--- src/rtl/axi_pkg.sv ---
// Shared AXI3 write-path definitions: arbiter FSM states, burst/response
// encodings and channel field widths.
package axi_pkg;

  localparam int ID_W   = 4;
  localparam int ADDR_W = 32;
  localparam int LEN_W  = 4;
  localparam int SIZE_W = 3;

  localparam logic [1:0] BURST_FIXED = 2'b00;
  localparam logic [1:0] BURST_INCR  = 2'b01;
  localparam logic [1:0] BURST_WRAP  = 2'b10;

  localparam logic [1:0] RESP_OKAY   = 2'b00;
  localparam logic [1:0] RESP_EXOKAY = 2'b01;
  localparam logic [1:0] RESP_SLVERR = 2'b10;
  localparam logic [1:0] RESP_DECERR = 2'b11;

  typedef enum logic [1:0] {
    ST_IDLE = 2'd0,
    ST_ADDR = 2'd1,
    ST_DATA = 2'd2,
    ST_RESP = 2'd3
  } state_t;

endpackage

--- src/rtl/rr_arb2.sv ---
// Two-way round-robin pick: a lone requester wins; on a tie the requester
// that was not granted last wins. Purely combinational, one-hot result.
module rr_arb2 (
  input  logic [1:0] req,
  input  logic       last,
  output logic [1:0] gnt
);

  // Select the winner from the request pair and the priority pointer
  always_comb begin
    gnt = '0;
    case (req)
      2'b01:   gnt = 2'b01;
      2'b10:   gnt = 2'b10;
      2'b11:   gnt = last ? 2'b01 : 2'b10;
      default: gnt = '0;
    endcase
  end

endmodule

--- src/rtl/axi_write_arbiter.sv ---
// Two-master AXI3 write-path arbiter. One transaction in flight at a time;
// the grant is held from AW handshake through the B handshake so bursts
// never interleave. The slave-side WLAST is regenerated from the beat count.
module axi_write_arbiter
  import axi_pkg::*;
#(
  parameter int buswidth = 32,
  parameter int BEATW    = 5
) (
  input  logic                  ACLK,
  input  logic                  ARESET,
  // master 0 write address
  input  logic [ID_W-1:0]       M0_AWID,
  input  logic [ADDR_W-1:0]     M0_AWADDR,
  input  logic [LEN_W-1:0]      M0_AWLEN,
  input  logic [SIZE_W-1:0]     M0_AWSIZE,
  input  logic [1:0]            M0_AWBURST,
  input  logic [1:0]            M0_AWLOCK,
  input  logic [3:0]            M0_AWCACHE,
  input  logic [2:0]            M0_AWPROT,
  input  logic                  M0_AWVALID,
  output logic                  M0_AWREADY,
  // master 0 write data
  input  logic [ID_W-1:0]       M0_WID,
  input  logic [buswidth-1:0]   M0_WDATA,
  input  logic [buswidth/8-1:0] M0_WSTRB,
  input  logic                  M0_WLAST,
  input  logic                  M0_WVALID,
  output logic                  M0_WREADY,
  // master 0 write response
  output logic [ID_W-1:0]       M0_BID,
  output logic [1:0]            M0_BRESP,
  output logic                  M0_BVALID,
  input  logic                  M0_BREADY,
  // master 1 write address
  input  logic [ID_W-1:0]       M1_AWID,
  input  logic [ADDR_W-1:0]     M1_AWADDR,
  input  logic [LEN_W-1:0]      M1_AWLEN,
  input  logic [SIZE_W-1:0]     M1_AWSIZE,
  input  logic [1:0]            M1_AWBURST,
  input  logic [1:0]            M1_AWLOCK,
  input  logic [3:0]            M1_AWCACHE,
  input  logic [2:0]            M1_AWPROT,
  input  logic                  M1_AWVALID,
  output logic                  M1_AWREADY,
  // master 1 write data
  input  logic [ID_W-1:0]       M1_WID,
  input  logic [buswidth-1:0]   M1_WDATA,
  input  logic [buswidth/8-1:0] M1_WSTRB,
  input  logic                  M1_WLAST,
  input  logic                  M1_WVALID,
  output logic                  M1_WREADY,
  // master 1 write response
  output logic [ID_W-1:0]       M1_BID,
  output logic [1:0]            M1_BRESP,
  output logic                  M1_BVALID,
  input  logic                  M1_BREADY,
  // slave write address
  output logic [ID_W-1:0]       S_AWID,
  output logic [ADDR_W-1:0]     S_AWADDR,
  output logic [LEN_W-1:0]      S_AWLEN,
  output logic [SIZE_W-1:0]     S_AWSIZE,
  output logic [1:0]            S_AWBURST,
  output logic [1:0]            S_AWLOCK,
  output logic [3:0]            S_AWCACHE,
  output logic [2:0]            S_AWPROT,
  output logic                  S_AWVALID,
  input  logic                  S_AWREADY,
  // slave write data
  output logic [ID_W-1:0]       S_WID,
  output logic [buswidth-1:0]   S_WDATA,
  output logic [buswidth/8-1:0] S_WSTRB,
  output logic                  S_WLAST,
  output logic                  S_WVALID,
  input  logic                  S_WREADY,
  // slave write response
  input  logic [ID_W-1:0]       S_BID,
  input  logic [1:0]            S_BRESP,
  input  logic                  S_BVALID,
  output logic                  S_BREADY,
  // status
  output logic [1:0]            gnt,
  output logic                  len_err
);

  state_t             state;
  logic [1:0]         gnt_q;
  logic               last_q;
  logic [LEN_W-1:0]   len_q;
  logic [BEATW-1:0]   beat_q;
  logic               len_err_q;

  logic [1:0]         pick;
  logic               sel;

  // granted-master views of every master-driven field
  logic [ID_W-1:0]       aw_id;
  logic [ADDR_W-1:0]     aw_addr;
  logic [LEN_W-1:0]      aw_len;
  logic [SIZE_W-1:0]     aw_size;
  logic [1:0]            aw_burst;
  logic [1:0]            aw_lock;
  logic [3:0]            aw_cache;
  logic [2:0]            aw_prot;
  logic                  aw_valid;
  logic [ID_W-1:0]       w_id;
  logic [buswidth-1:0]   w_data;
  logic [buswidth/8-1:0] w_strb;
  logic                  w_last;
  logic                  w_valid;
  logic                  b_ready;

  logic aw_hs;
  logic w_hs;
  logic b_hs;
  logic wlast_exp;

  rr_arb2 u_rr_arb2 (
    .req  ({M1_AWVALID, M0_AWVALID}),
    .last (last_q),
    .gnt  (pick)
  );

  // gnt_q is one-hot outside IDLE, so its upper bit is the granted index
  assign sel = gnt_q[1];

  assign aw_id    = sel ? M1_AWID    : M0_AWID;
  assign aw_addr  = sel ? M1_AWADDR  : M0_AWADDR;
  assign aw_len   = sel ? M1_AWLEN   : M0_AWLEN;
  assign aw_size  = sel ? M1_AWSIZE  : M0_AWSIZE;
  assign aw_burst = sel ? M1_AWBURST : M0_AWBURST;
  assign aw_lock  = sel ? M1_AWLOCK  : M0_AWLOCK;
  assign aw_cache = sel ? M1_AWCACHE : M0_AWCACHE;
  assign aw_prot  = sel ? M1_AWPROT  : M0_AWPROT;
  assign aw_valid = sel ? M1_AWVALID : M0_AWVALID;
  assign w_id     = sel ? M1_WID     : M0_WID;
  assign w_data   = sel ? M1_WDATA   : M0_WDATA;
  assign w_strb   = sel ? M1_WSTRB   : M0_WSTRB;
  assign w_last   = sel ? M1_WLAST   : M0_WLAST;
  assign w_valid  = sel ? M1_WVALID  : M0_WVALID;
  assign b_ready  = sel ? M1_BREADY  : M0_BREADY;

  assign wlast_exp = (beat_q == BEATW'(len_q));
  assign aw_hs     = (state == ST_ADDR) && aw_valid && S_AWREADY;
  assign w_hs      = (state == ST_DATA) && w_valid  && S_WREADY;
  assign b_hs      = (state == ST_RESP) && S_BVALID && b_ready;

  assign gnt     = gnt_q;
  assign len_err = len_err_q;

  // FSM, grant/priority pointer, burst length and beat counter, length check
  always_ff @(posedge ACLK) begin
    if (ARESET) begin
      state     <= ST_IDLE;
      gnt_q     <= '0;
      last_q    <= 1'b1;
      len_q     <= '0;
      beat_q    <= '0;
      len_err_q <= 1'b0;
    end else begin
      if (w_hs && (w_last != wlast_exp))
        len_err_q <= 1'b1;
      case (state)
        ST_IDLE: begin
          gnt_q <= pick;
          if (pick != 2'b00)
            state <= ST_ADDR;
        end
        ST_ADDR: begin
          if (aw_hs) begin
            len_q  <= aw_len;
            beat_q <= '0;
            state  <= ST_DATA;
          end
        end
        ST_DATA: begin
          if (w_hs) begin
            beat_q <= beat_q + BEATW'(1);
            if (wlast_exp)
              state <= ST_RESP;
          end
        end
        ST_RESP: begin
          if (b_hs) begin
            last_q <= sel;
            gnt_q  <= '0;
            state  <= ST_IDLE;
          end
        end
        default: state <= ST_IDLE;
      endcase
    end
  end

  // Channel muxes: only the channel owned by the current state is forwarded,
  // everything else (including all of IDLE) drives zero
  always_comb begin
    S_AWID     = '0;
    S_AWADDR   = '0;
    S_AWLEN    = '0;
    S_AWSIZE   = '0;
    S_AWBURST  = '0;
    S_AWLOCK   = '0;
    S_AWCACHE  = '0;
    S_AWPROT   = '0;
    S_AWVALID  = 1'b0;
    M0_AWREADY = 1'b0;
    M1_AWREADY = 1'b0;
    S_WID      = '0;
    S_WDATA    = '0;
    S_WSTRB    = '0;
    S_WLAST    = 1'b0;
    S_WVALID   = 1'b0;
    M0_WREADY  = 1'b0;
    M1_WREADY  = 1'b0;
    S_BREADY   = 1'b0;
    M0_BID     = '0;
    M0_BRESP   = '0;
    M0_BVALID  = 1'b0;
    M1_BID     = '0;
    M1_BRESP   = '0;
    M1_BVALID  = 1'b0;
    case (state)
      ST_ADDR: begin
        S_AWID     = aw_id;
        S_AWADDR   = aw_addr;
        S_AWLEN    = aw_len;
        S_AWSIZE   = aw_size;
        S_AWBURST  = aw_burst;
        S_AWLOCK   = aw_lock;
        S_AWCACHE  = aw_cache;
        S_AWPROT   = aw_prot;
        S_AWVALID  = aw_valid;
        M0_AWREADY = !sel && S_AWREADY;
        M1_AWREADY = sel && S_AWREADY;
      end
      ST_DATA: begin
        S_WID     = w_id;
        S_WDATA   = w_data;
        S_WSTRB   = w_strb;
        S_WLAST   = wlast_exp;
        S_WVALID  = w_valid;
        M0_WREADY = !sel && S_WREADY;
        M1_WREADY = sel && S_WREADY;
      end
      ST_RESP: begin
        S_BREADY = b_ready;
        if (sel) begin
          M1_BID    = S_BID;
          M1_BRESP  = S_BRESP;
          M1_BVALID = S_BVALID;
        end else begin
          M0_BID    = S_BID;
          M0_BRESP  = S_BRESP;
          M0_BVALID = S_BVALID;
        end
      end
      default: ;
    endcase
  end

endmodule

--- config.mk ---
export PLATFORM = sky130hd
export DESIGN_NAME = axi_write_arbiter
export DESIGN_NICKNAME = d
export VERILOG_FILES = /design/src/rtl/axi_pkg.sv /design/src/rtl/rr_arb2.sv /design/src/rtl/axi_write_arbiter.sv
export SDC_FILE = /design/constraint.sdc
export NUM_CORES = 1
export LEC_CHECK = 0
export BUFFER_PORTS_ARGS = -buffer_cell sky130_fd_sc_hd__buf_2
export CORE_AREA = 10 10 118 120
export CTS_BUF_LIST = sky130_fd_sc_hd__clkbuf_4
export CTS_CLUSTER_SIZE = 16
export DETAILED_ROUTE_END_ITERATION = 10
export DIE_AREA = 0 0 128 130
export SKIP_LAST_GASP = 1
export SLEW_MARGIN = 20
export SYNTH_ARGS = -nofsm -noshare
export SYNTH_HDL_FRONTEND = slang
export SYNTH_SLANG_ARGS = --single-unit
--- constraint.sdc ---
create_clock -name ACLK -period 2.15 [get_ports ACLK]
set_input_delay 0.43 -clock ACLK [delete_from_list [all_inputs] [get_ports ACLK]]
set_output_delay 0.43 -clock ACLK [all_outputs]
set_load 0.005 [all_outputs]
# == Word level (Yosys, flattened, before mapping) ==
# Cells that the tools add are included.
# op_classes
addsub,1
mux,58
n_reduce_logical,21
n_eq_ne,13
# ops
cell,count
two-way mux 32 bit,4
two-way mux 4 bit,14
two-way mux 2 bit,14
two-way mux 1 bit,16
two-way mux 3 bit,4
logical AND 1 bit,11
two-way mux 5 bit,2
"inequality test 2 bit, second input constant",5
one-hot mux 5 bit (2 select lines),1
"== test 2 bit, second input constant",4
one-hot mux 2 bit (4 select lines),1
one-hot mux 2 bit (3 select lines),1
AND reduction 2 bit,3
nonzero test 2 bit,3
"adder 5 x 1 -> 5 bit, second input constant",1
== test 5 x 4 -> 1 bit,1
AND reduction 5 bit,1
"== test 2 x 1 -> 1 bit, second input constant",2
one-hot mux 2 bit (2 select lines),1
AND reduction 3 bit,1
zero test 2 bit,1
zero test 1 bit,1
inequality test 1 bit,1
# word_totals
reg_bits,15
inputBits,207
word_cells,99

# == Logic depth before layout (Yosys ltp) ==
# Gate-level depths: netlist (run 1).
# depth
ltp_word,5
ltp_mapped,7

# == By module ==
# From an unflattened synthesis (run 1), not the netlist that was laid out.
# hier_totals
hier_cells,331
area_unflattened_um2,2508.7
# modules_own_cells
module,instances,cells_each,seq_area_each_um2,area_per_inst_um2
axi_write_arbiter,1,328,300.3,2489.9
rr_arb2,1,3,0.0,18.8

# == Worst setup path after synthesis (run 1) ==
# No wires, ideal clock.
# synth_timing
path_kind,flip-flop to output port
start,reg gnt_q[1] (netlist: gnt[1])
end,out S_AWADDR[0]
required_time_ns,1.720
stages_incl_launch_ff,7
setup_slack_ns,0.331
arrival_time_ns,1.389
path_buffers,4
path_cell_list,dfxtp_1 buf_4 buf_2 buf_2 buf_2 mux2i_1 nor2_1
# synth_via
elab_chain_cells,2
# synth_lines
item,line_no,rtl
from (decl),axi_write_arbiter.sv:87,logic [1:0] gnt_q;
from (signal assigned),axi_write_arbiter.sv:165,gnt_q <= pick;
two-way mux 32 bit,axi_write_arbiter.sv:128,assign aw_addr = sel ? M1_AWADDR : M0_AWADDR;
two-way mux 32 bit,axi_write_arbiter.sv:223,case (state)
to (decl),axi_write_arbiter.sv:60,"output logic [ADDR_W-1:0] S_AWADDR,"
# Every way passes these cells.

# == Worst setup path in the final report (run 1) ==
# layout_timing
start,reg gnt_q[1] (netlist: gnt[1])
end,out S_BREADY
# layout_via
elab_chain_cells,2
# layout_lines
item,line_no,rtl
two-way mux 1 bit,axi_write_arbiter.sv:141,assign b_ready = sel ? M1_BREADY : M0_BREADY;
two-way mux 1 bit,axi_write_arbiter.sv:223,
to (decl),axi_write_arbiter.sv:80,"output logic S_BREADY,"
# Every way passes these cells.

==> results.ini, run 1 <==
[yosys]
synth_top_area_share_pct = 39.4
ys_seq_elements = 15
yosysSeqAreaShare_pct = 12.2
synth.most_common_cell = mux2i_1
ys_types = 33
yosys.area.top_type = mux2i_1
syn_avg_cell_area_um2 = 7.36
synth_ff_type = dfxtp_1
ys_top_cells_by_area = mux2i_1, dfxtp_1, nor2_1, nor2b_1, and2_1
synth_edf_count = 0
syn_area_um2 = 2470
async_reset_ff_share_pct = 0
synth_nets = 547
ys_top_cells_by_count = mux2i_1, nor2_1, nor2b_1
yosys_warnings = 0
synthCells = 335

[clocking]
clkTransAtPathRegs_ns = 0.09
cts.sinks = 15
clk_latency_ns = 0.28
cts_tree = done
clock-root-buffer = clkbuf_4
htreeDepth = 1
numCtsBuffers = 3
cts_buffer_depth = 2
ctsHoldBuffers = 0

[worst_setup_path]
path_buf_inv = 2
ff2ff_path_depth = 7
regToRegEndpoint = state[0]$_SDFFE_PP0P_
crit_required_ns = 1.72
critPathTopFamily = flip-flops
cpPeakStageDelay_ns = 0.43
start_kind = register
r2r-start = state[1]$_SDFFE_PP0P_
cp-end-kind = output pin
crit_slowest_cell = dfxtp_4
crit_type = register to output pin
worstPathMaxFanout = 9
crit_arrival_ns = 1.60
worst-r2r-setup-slack_ns = 0.21
cp_cell_sequence = buf_4 -> mux2_2 -> and2_1 -> buf_2

[power_and_ir_drop]
switchingPower_w = 0.00124
p_seq_share_pct = 13.8
power_density_nw_per_um2 = 617
swShare_pct = 46.4
leakagePower_nw = 2.36
ir_worst_vdd_uv = 468
comb_power_share_pct = 80.1
p_clk_share_pct = 6.1
p_int_w = 0.00143

[global_routing]
grt_max_degree = 56
antenna_found_initial = 5
grt_pass1_vias = 3317
grt_remaining_overflow = 0
grt_pass1_wl_um = 19000
track_usage_pct = 14.0

[final_layout]
layout.nets = 862
final_util_pct = 37.0
syn_to_final_growth_pct = 75.9
multiInputGateArea_um2 = 2030
nFillCells = 1258
drive_above_1_share_pct = 53.2
final_cells = 798
finalInstanceArea_um2 = 4340
regArea_um2 = 304

[sta]
hold_viol = 0
rsz0062_at_grt = yes
min_period_ns = 2.03
period_share_pct = 94.3
relSlewSlack_pct = 60.3
setup-violations-final = 0
tns_ns = 0
skew_ns = 0.00288
drv_slew = 0
worst_pin_slew_ns = 0.596
clock.fmax_ghz = 0.493
whs_ns = 0.447

[die]
die_y_um = 130
initial_utilization_pct = 21.1
fp-row-count = 40
ioPinCount = 326
dieWidth_um = 128
core_area_um2 = 11700
dieArea_um2 = 16600

[placement]
dp.cells = 790
dpl.hpwl_um = 11900
io_buffers = 325
gp_congestion = 0.898
place_area_um2 = 4270

[hold_path]
hold_end = state[1]$_SDFFE_PP0P_
hold_start = ARESET
hold_class = primary input to register
hold_depth = 2

[routing]
wl_per_cell_um = 16.9
first_pass_iters = 4
num_vias = 3451
totalWireLength_um = 13500
antenna_left = 0
first_iter_violations = 146
via_per_inst = 4.32
route.detailed.drc = 0

[flow_run]
max_cap_violations = 0

[status]
outcome = complete, no violations

-- worst register-to-register path: stages (launching register included) --
cell and delay, ns:
dfxtp_1 0.37, inv_1 0.08, ha_1 0.26, inv_4 0.13, o22ai_1 0.09, a222oi_1 0.59
a21oi_1 0.13, a211oi_1 0.22
-- state kept, by name (all words and copies together) (netlist names) --
signal,cells
last_q,1
len_err,1
state,2
gnt,2
len_q,4
beat_q,5
-- metrics by stage --
stage | worst slack, ns | power (W)
floorplan | 0.331 | 0.00157
global placement | 0.216 | 0.00248
finish | 0.124 | 0.00268
detailed placement | 0.156 | 0.00250
global route | -0.0607 | 0.00293
CTS | 0.0230 | 0.00270
-- layout make-up --
type	instances	area share, %
multi-input cells	287	46.8
repair buffers	336	40.6
flip-flops and latches	15	7.01
well taps	147	4.24
inverters	7	0.663
clock buffers	3	0.519
clock inverters	1	0.115
diodes	2	0.115
-- placed cells by master, fill, tap and decap left out, types with 2 or more instances in the layout --
cell,instances
o21ai_0,3
and2_1,10
inv_1,6
a211oi_1,5
xor2_1,5
buf_12,4
o22ai_1,2
nand2_1,8
diode_2,2
buf_2,325
a21oi_1,5
a31oi_1,2
nor2_1,72
mux2i_1,97
nor2b_1,42
clkbuf_4,3
nand3_1,6
xnor2_1,4
dfxtp_1,14
ha_1,5
buf_4,7
and3_1,8
-- kinds of logic (layout without fill, tap and decap cells) --
kind of cell | count (synthesis) | count (layout) | share of synthesized area, %
flip-flops | 15 | 15 | 12.2
other | 0 | 2 | 0
buffers and inverters | 33 | 347 | 5.73
AO/OA/AOI/OAI | 23 | 23 | 6.24
adder cells (fa/ha/maj) | 5 | 5 | 2.54
XOR/XNOR | 9 | 9 | 3.20
AND/OR/NAND/NOR | 152 | 152 | 30.3
multiplexers | 98 | 98 | 39.8
-- routing by layer --
layer | up-vias | part of all wire, % | track usage, % | routed length, µm
li1 | 1773 | - | - | -
met2 | 176 | 49 | 24.5 | 6610
met4 | 6 | 0.24 | 0.993 | 33
met3 | 10 | 12 | 6.69 | 1580
met1 | 1486 | 39 | 15.8 | 5210
met5 | - | 0.30 | 0 | 41
-- timing repair --
item,in CTS,in global routing
setup endpoints to repair,51,50
setup buffers,2,0
pin swaps,0,0
resized for setup,3,3
-- worst max-delay path by stage --
stage          depth (start not counted)                    from  slack (ns)            to
2_1_floorplan                          6     gnt[1]$_SDFFE_PP0P_        0.33   S_AWADDR[0]
3_5_place_dp                           6   state[1]$_SDFFE_PP0P_        0.16  S_AWADDR[18]
3_3_place_gp                           6   state[1]$_SDFFE_PP0P_        0.22     S_AWID[1]
6_report                               4     gnt[1]$_SDFFE_PP0P_        0.12      S_BREADY
4_1_cts                                5  beat_q[0]$_SDFFE_PP0P_        0.02       S_WLAST
5_1_grt                                5  beat_q[0]$_SDFFE_PP0P_       -0.06       S_WLAST
-- power groups by stage --
stage	combinational (W)	clock, W	sequential (W)
floorplan	0.00122	0	0.000356
global placement	0.00210	0	0.000387
detailed placement	0.00211	0	0.000388
CTS	0.00216	0.000169	0.000370
global route	0.00238	0.000181	0.000377
finish	0.00215	0.000163	0.000369
(Power assumes the default switching activity.)
==> run 2, diff against run 1 <==
--- a/config.mk
+++ b/config.mk
@@ -8,3 +8,3 @@
 export BUFFER_PORTS_ARGS = -buffer_cell sky130_fd_sc_hd__buf_2
-export CORE_AREA = 10 10 118 120
+export CORE_AREA = 10 10 119 121
 export CTS_BUF_LIST = sky130_fd_sc_hd__clkbuf_4
@@ -12,3 +12,3 @@
 export DETAILED_ROUTE_END_ITERATION = 10
-export DIE_AREA = 0 0 128 130
+export DIE_AREA = 0 0 129 131
 export SKIP_LAST_GASP = 1
@@ -17,2 +17,3 @@
 export SYNTH_HDL_FRONTEND = slang
+export SYNTH_HIERARCHICAL = 1
 export SYNTH_SLANG_ARGS = --single-unit
==> constraint.sdc (replaced) <==
create_clock -name ACLK -period 2.15 [get_ports ACLK]
set_input_delay 0.5375 -clock ACLK [delete_from_list [all_inputs] [get_ports ACLK]]
set_output_delay 0.5375 -clock ACLK [all_outputs]
set_load 0.01 [all_outputs]
==> results.ini, run 2 <==
[status]
outcome = complete, no violations

[flow_run]
max_cap_violations = 0

[global_routing]
grt_pass1_vias = 3714
antenna_found_initial = 1
grtUsageMet2_pct = 26.5
busiest_layer = met2
track_usage_pct = 13.9
grt_pass1_wl_um = 19200
gr-usage-met3_pct = 7.01
grt_max_degree = 54
grt_remaining_overflow = 0
grt_use_met1_pct = 13.4

[clocking]
clock-root-buffer = clkbuf_4
cts.sinks = 15
clkTransAtPathRegs_ns = 0.09
htreeDepth = 1
cts_tree = done
cts_buffer_depth = 2
numCtsBuffers = 3
clk_latency_ns = 0.29

[final_layout]
largest_registers = beat_q: 5 flops, len_q: 4 flops
largest-register = beat_q
multiInputGateArea_um2 = 2130
regArea_um2 = 307
drive_above_1_share_pct = 55.1
finalInstanceArea_um2 = 4540
mostFrequentLayoutCell = buf_2
layout.nets = 865
largest_register_ffs = 5
final_cell_mix = buf_2, mux2i_1, nor2b_1, nor2_1, and3_1
syn_to_final_growth_pct = 81.0
nFillCells = 1295

[power_and_ir_drop]
switchingPower_w = 0.00158
p_seq_share_pct = 12.1
power_density_nw_per_um2 = 732
swShare_pct = 47.5
p_int_w = 0.00174
ir_worst_vdd_uv = 279
leakagePower_nw = 2.44
p_clk_share_pct = 5.3
comb_power_share_pct = 82.6

[sta]
skew_ns = 0.00367
min_period_ns = 2.09
worst_pin_slew_ns = 0.626
drv_slew = 0
whs_ns = 0.451
relSlewSlack_pct = 58.1
hold_viol = 0
rsz0062_at_grt = yes
period_share_pct = 97.1
clock.fmax_ghz = 0.479
setup-violations-final = 0

[placement]
place_area_um2 = 4350
dpl.hpwl_um = 11700
gp_congestion = 0.832
io_buffers = 325

[worst_setup_path]
crit_slowest_cell = dfxtp_1
crit_required_ns = 1.61
cp_cell_sequence = inv_1 -> ha_4 -> clkbuf_16 -> and3_1 -> buf_2
start_kind = register
cpPeakStageDelay_ns = 0.42
crit_arrival_ns = 1.55
crit_type = register to output pin
worstPathMaxFanout = 26
cp-end-kind = output pin

[hold_path]
hold_class = register to register

[yosys]
ys_top_cells_by_area = mux2i_1, nor2b_1, dfxtp_1, nor2_1, and3_1
synth_ff_type = dfxtp_1
yosys_warnings = 6
synthAdderAreaFrac_pct = 2.49
synth_edf_count = 0
syn_avg_cell_area_um2 = 7.58
ys_seq_elements = 15
synth.most_common_cell = mux2i_1
syn_area_um2 = 2510
synthCells = 331
synthSimpleGateAreaFrac_pct = 32.6
ys_types = 34
synth_top_area_share_pct = 39.9
synth_nets = 543
yosysSeqAreaShare_pct = 12.0
synth_xor_area_share_pct = 1.75
yosys.area.top_type = mux2i_1
synth_top_family_by_area = multiplexers
synth_compound_area_share_pct = 6.08
ys_top_cells_by_count = mux2i_1, nor2b_1, nor2_1
synth_mux_area_share_pct = 39.9
async_reset_ff_share_pct = 0

[die]
ioPinCount = 326
fp-row-count = 40
core_area_um2 = 11800
dieArea_um2 = 16900
die_y_um = 131
initial_utilization_pct = 21.2
dieWidth_um = 129

[routing]
first_iter_violations = 133
antenna_left = 0
first_pass_iters = 5
wl_per_cell_um = 16.8
num_vias = 3522
via_per_inst = 4.40
totalWireLength_um = 13500
route.detailed.drc = 0

==> run 2: cell count changes after synthesis, moves of 2 or more <==
cell | previous run | this run
nor2_1 | 72 | 54
nor2b_1 | 42 | 60
and3_1 | 8 | 13
nand2b_1 | 1 | 6
and2_1 | 10 | 7
mux2i_1 | 97 | 100
xnor2_1 | 4 | 1
buf_2 | 11 | 9
inv_1 | 7 | 5
nand2_1 | 8 | 6
nor3_1 | 2 | 0
o21ai_0 | 3 | 1
o22ai_1 | 2 | 0
==> run 2: layer usage <==
metal | up-vias | wire, µm
li1 | 1775 | -
met1 | 1537 | 4630
met2 | 203 | 6870
met3 | 7 | 1890
met4 | 0 | 79
met5 | - | 0
==> run 2: kinds of logic (layout without fill, tap and decap cells) <==
group           after synthesis  count (layout)
xor+xnor                      5               5
mux                         100             100
flops                        15              15
compound gates               20              20
other cells                   0               1
fa+ha+maj                     5               5
buf+inv                      31             352
simple gates                155             155
==> run 2: power by group through the flow <==
stage	Sequential (W)	Clock (W)	Combinational [W]
floorplan	0.000374	0	0.00155
global placement	0.000389	0	0.00259
detailed placement	0.000391	0	0.00260
CTS	0.000386	0.000182	0.00263
global route	0.000410	0.000197	0.00301
finish	0.000401	0.000176	0.00275
==> run 2: worst max-delay path, delay by kind of cell, from the launching register on <==
kind	cells	cell delay, ns
buf+inv	3	0.44
flops	1	0.42
fa+ha+maj	1	0.21
simple gates	1	0.18
==> run 2: area by class of cell <==
type                            instances  share of cell area (%)
Timing Repair Buffer                  342                    41.1
Sequential cell                        15                    6.75
Tap cell                              147                    4.05
Inverter                                6                   0.523
Clock buffer                            4                   0.661
Antenna cell                            1                  0.0551
Multi-Input combinational cell        285                    46.9
==> run 2: worst paths after layout <==
kind                                            start                    end  slack (ns)  cells after the start
worst max-delay path            state[1]$_SDFFE_PP0P_             M1_AWREADY        0.06                      5
worst min-delay path             len_err$_SDFFE_PP0P_   len_err$_SDFFE_PP0P_        0.45                      2
worst min register to register   len_err$_SDFFE_PP0P_   len_err$_SDFFE_PP0P_        0.45                      2
worst max register to register    gnt[1]$_SDFFE_PP0P_  state[0]$_SDFFE_PP0P_        0.17                      6
==> run 2: what timing repair did <==
| action | CTS | global route |
|---|---|---|
| resized for setup | 5 | 10 |
| setup endpoints to repair | 50 | 75 |
| hold buffers | 0 | 0 |
| setup buffers | 0 | 4 |
| pin swaps | 0 | 1 |
| cloned | 0 | 2 |
==> run 2: stage by stage <==
step	utilization, %	setup TNS, ns	setup WS [ns]	power, W	instances
global placement	36.8	0	0.230	0.00298	789
CTS	37.3	0	0.00172	0.00320	793
floorplan	-	0	0.114	0.00193	331
finish	38.5	0	0.0617	0.00333	800
global route	38.4	-0.0349	-0.0267	0.00362	799
detailed placement	36.8	0	0.158	0.00299	789
==> run 3, diff against run 2 <==
Settings changed: CORE_AREA 10 10 119 121 to 10 10 118 120, DIE_AREA 0 0 129 131 to 0 0 128 130.
Clock period 2.15 ns to 1.8 ns, I/O delays scaled along.
==> results.ini, run 3 (synthesized netlist as in run 2, its figures left out) <==
[clocking]
clock-root-buffer = clkbuf_4
clk_latency_ns = 0.30
htreeDepth = 1
cts_buffer_depth = 2
cts.sinks = 15
cts_tree = done
clkTransAtPathRegs_ns = 0.10
ctsHoldBuffers = 0
numCtsBuffers = 3

[routing]
route.detailed.drc = 0
first_iter_violations = 110
via_per_inst = 4.50
first_pass_iters = 4
wl_per_cell_um = 20.0
antenna_left = 0
totalWireLength_um = 17400
num_vias = 3899

[die]
initial_utilization_pct = 21.4
dieWidth_um = 128
dieArea_um2 = 16600
die_y_um = 130
fp-row-count = 40
ioPinCount = 326
core_area_um2 = 11700

[sta]
hold_viol = 0
whs_ns = 0.475
drv_slew = 0
skew_ns = 0.000800
setup_ws_ns = -0.205
period_share_pct = 111
min_period_ns = 2.01
tns_ns = -14.67
setup-violations-final = 122
relSlewSlack_pct = 70.6
rsz0062_at_grt = yes
clock.fmax_ghz = 0.499
worst_pin_slew_ns = 0.441

[power_and_ir_drop]
ir_worst_vdd_uv = 436
leakagePower_nw = 2.97
power_density_nw_per_um2 = 989
power_w = 0.00580

[global_routing]
gr-usage-met3_pct = 6.49
grt_pass1_wl_um = 22600
busiest_layer = met2
grtUsageMet2_pct = 30.4
antenna_found_initial = 0
grt_pass1_vias = 3888
grt_max_degree = 47
grt_remaining_overflow = 0
track_usage_pct = 17.1
grt_use_met1_pct = 18.9

[final_layout]
syn_to_final_growth_pct = 134
final_cell_mix = buf_2, mux2i_1, nor2b_1, nor2_1, buf_4
mostFrequentLayoutCell = buf_2
largest-register = beat_q
largest_registers = beat_q: 5 flops, len_q: 4 flops
finalInstanceArea_um2 = 5870
largest_register_ffs = 5
insertedDiodeCount = 0
layout.nets = 933
drive_above_1_share_pct = 66.7

[placement]
dpl.hpwl_um = 12700
place_area_um2 = 4590
io_buffers = 325
gp_congestion = 0.832
pre_cts_ws_ns = -0.0979

[status]
outcome = complete, but fails checks
violations = negative setup slack

[hold_path]
hold_depth = 2
hold_class = register to register

[worst_setup_path]
ff2ff_path_depth = 7
worstPathMaxFanout = 6
cp-end-kind = output pin
crit_arrival_ns = 1.56
start_kind = register
crit_required_ns = 1.35
crit_type = register to output pin

[flow_run]
max_cap_violations = 0

==> run 3: changes by cell type in the layout (fill, tap and decap cells not counted), sizes merged <==
cell | before | now
clkinv | 1 | 2
clkbuf | 6 | 11
bufbuf | 0 | 1
buf | 340 | 401
diode | 1 | 0
==> run 3: final timing paths <==
| check | end | startpoint | slack, ns |
|---|---|---|---|
| min | len_err$_SDFFE_PP0P_ | len_err$_SDFFE_PP0P_ | 0.47 |
| max | S_WSTRB[2] | gnt[1]$_SDFFE_PP0P_ | -0.21 |
| min reg2reg | len_err$_SDFFE_PP0P_ | len_err$_SDFFE_PP0P_ | 0.47 |
| max reg2reg | state[0]$_SDFFE_PP0P_ | gnt[1]$_SDFFE_PP0P_ | -0.17 |
==> run 3: metrics by stage <==
stage | instances | util, %
floorplan | 331 | -
global placement | 816 | 39.2
detailed placement | 816 | 39.2
CTS | 845 | 44.0
global route | 867 | 50.1
finish | 867 | 50.1
==> run 3: layout make-up <==
type,count,area (µm²)
repair buffers,410,2890
clock inverters,1,5.00
fillers,1126,5840
flip-flops and latches,15,314
multi-input cells,285,2420
inverters,6,40.0
well taps,147,184
clock buffers,3,22.5
==> run 3: routing by layer <==
| metal | up-vias | wire length (µm) |
|---|---|---|
| met3 | 22 | 1660 |
| met4 | 0 | 255 |
| li1 | 1914 | - |
| met5 | - | 0 |
| met2 | 216 | 8930 |
| met1 | 1747 | 6520 |
==> run 3: what timing repair did <==
action / in CTS / in global routing
cloned: 7 / 11
gates resized for setup: 54 / 95
hold endpoints to repair: 0 / 0
setup buffers: 20 / 12
setup endpoints to repair: 116 / 119
pin swaps: 11 / 20
==> run 3: report_power, final <==
group	internal [W]	switching [W]
clock	0.0000829	0.000122
sequential	0.000406	0.0000598
combinational	0.00282	0.00232
==> run 3: critical path, cell delays in order, from the launching register on <==
cell and delay (ns):
dfxtp_4 0.39, buf_12 0.14, buf_12 0.15, buf_12 0.13, mux2i_2 0.23, nor2_1 0.07, buf_2 0.14
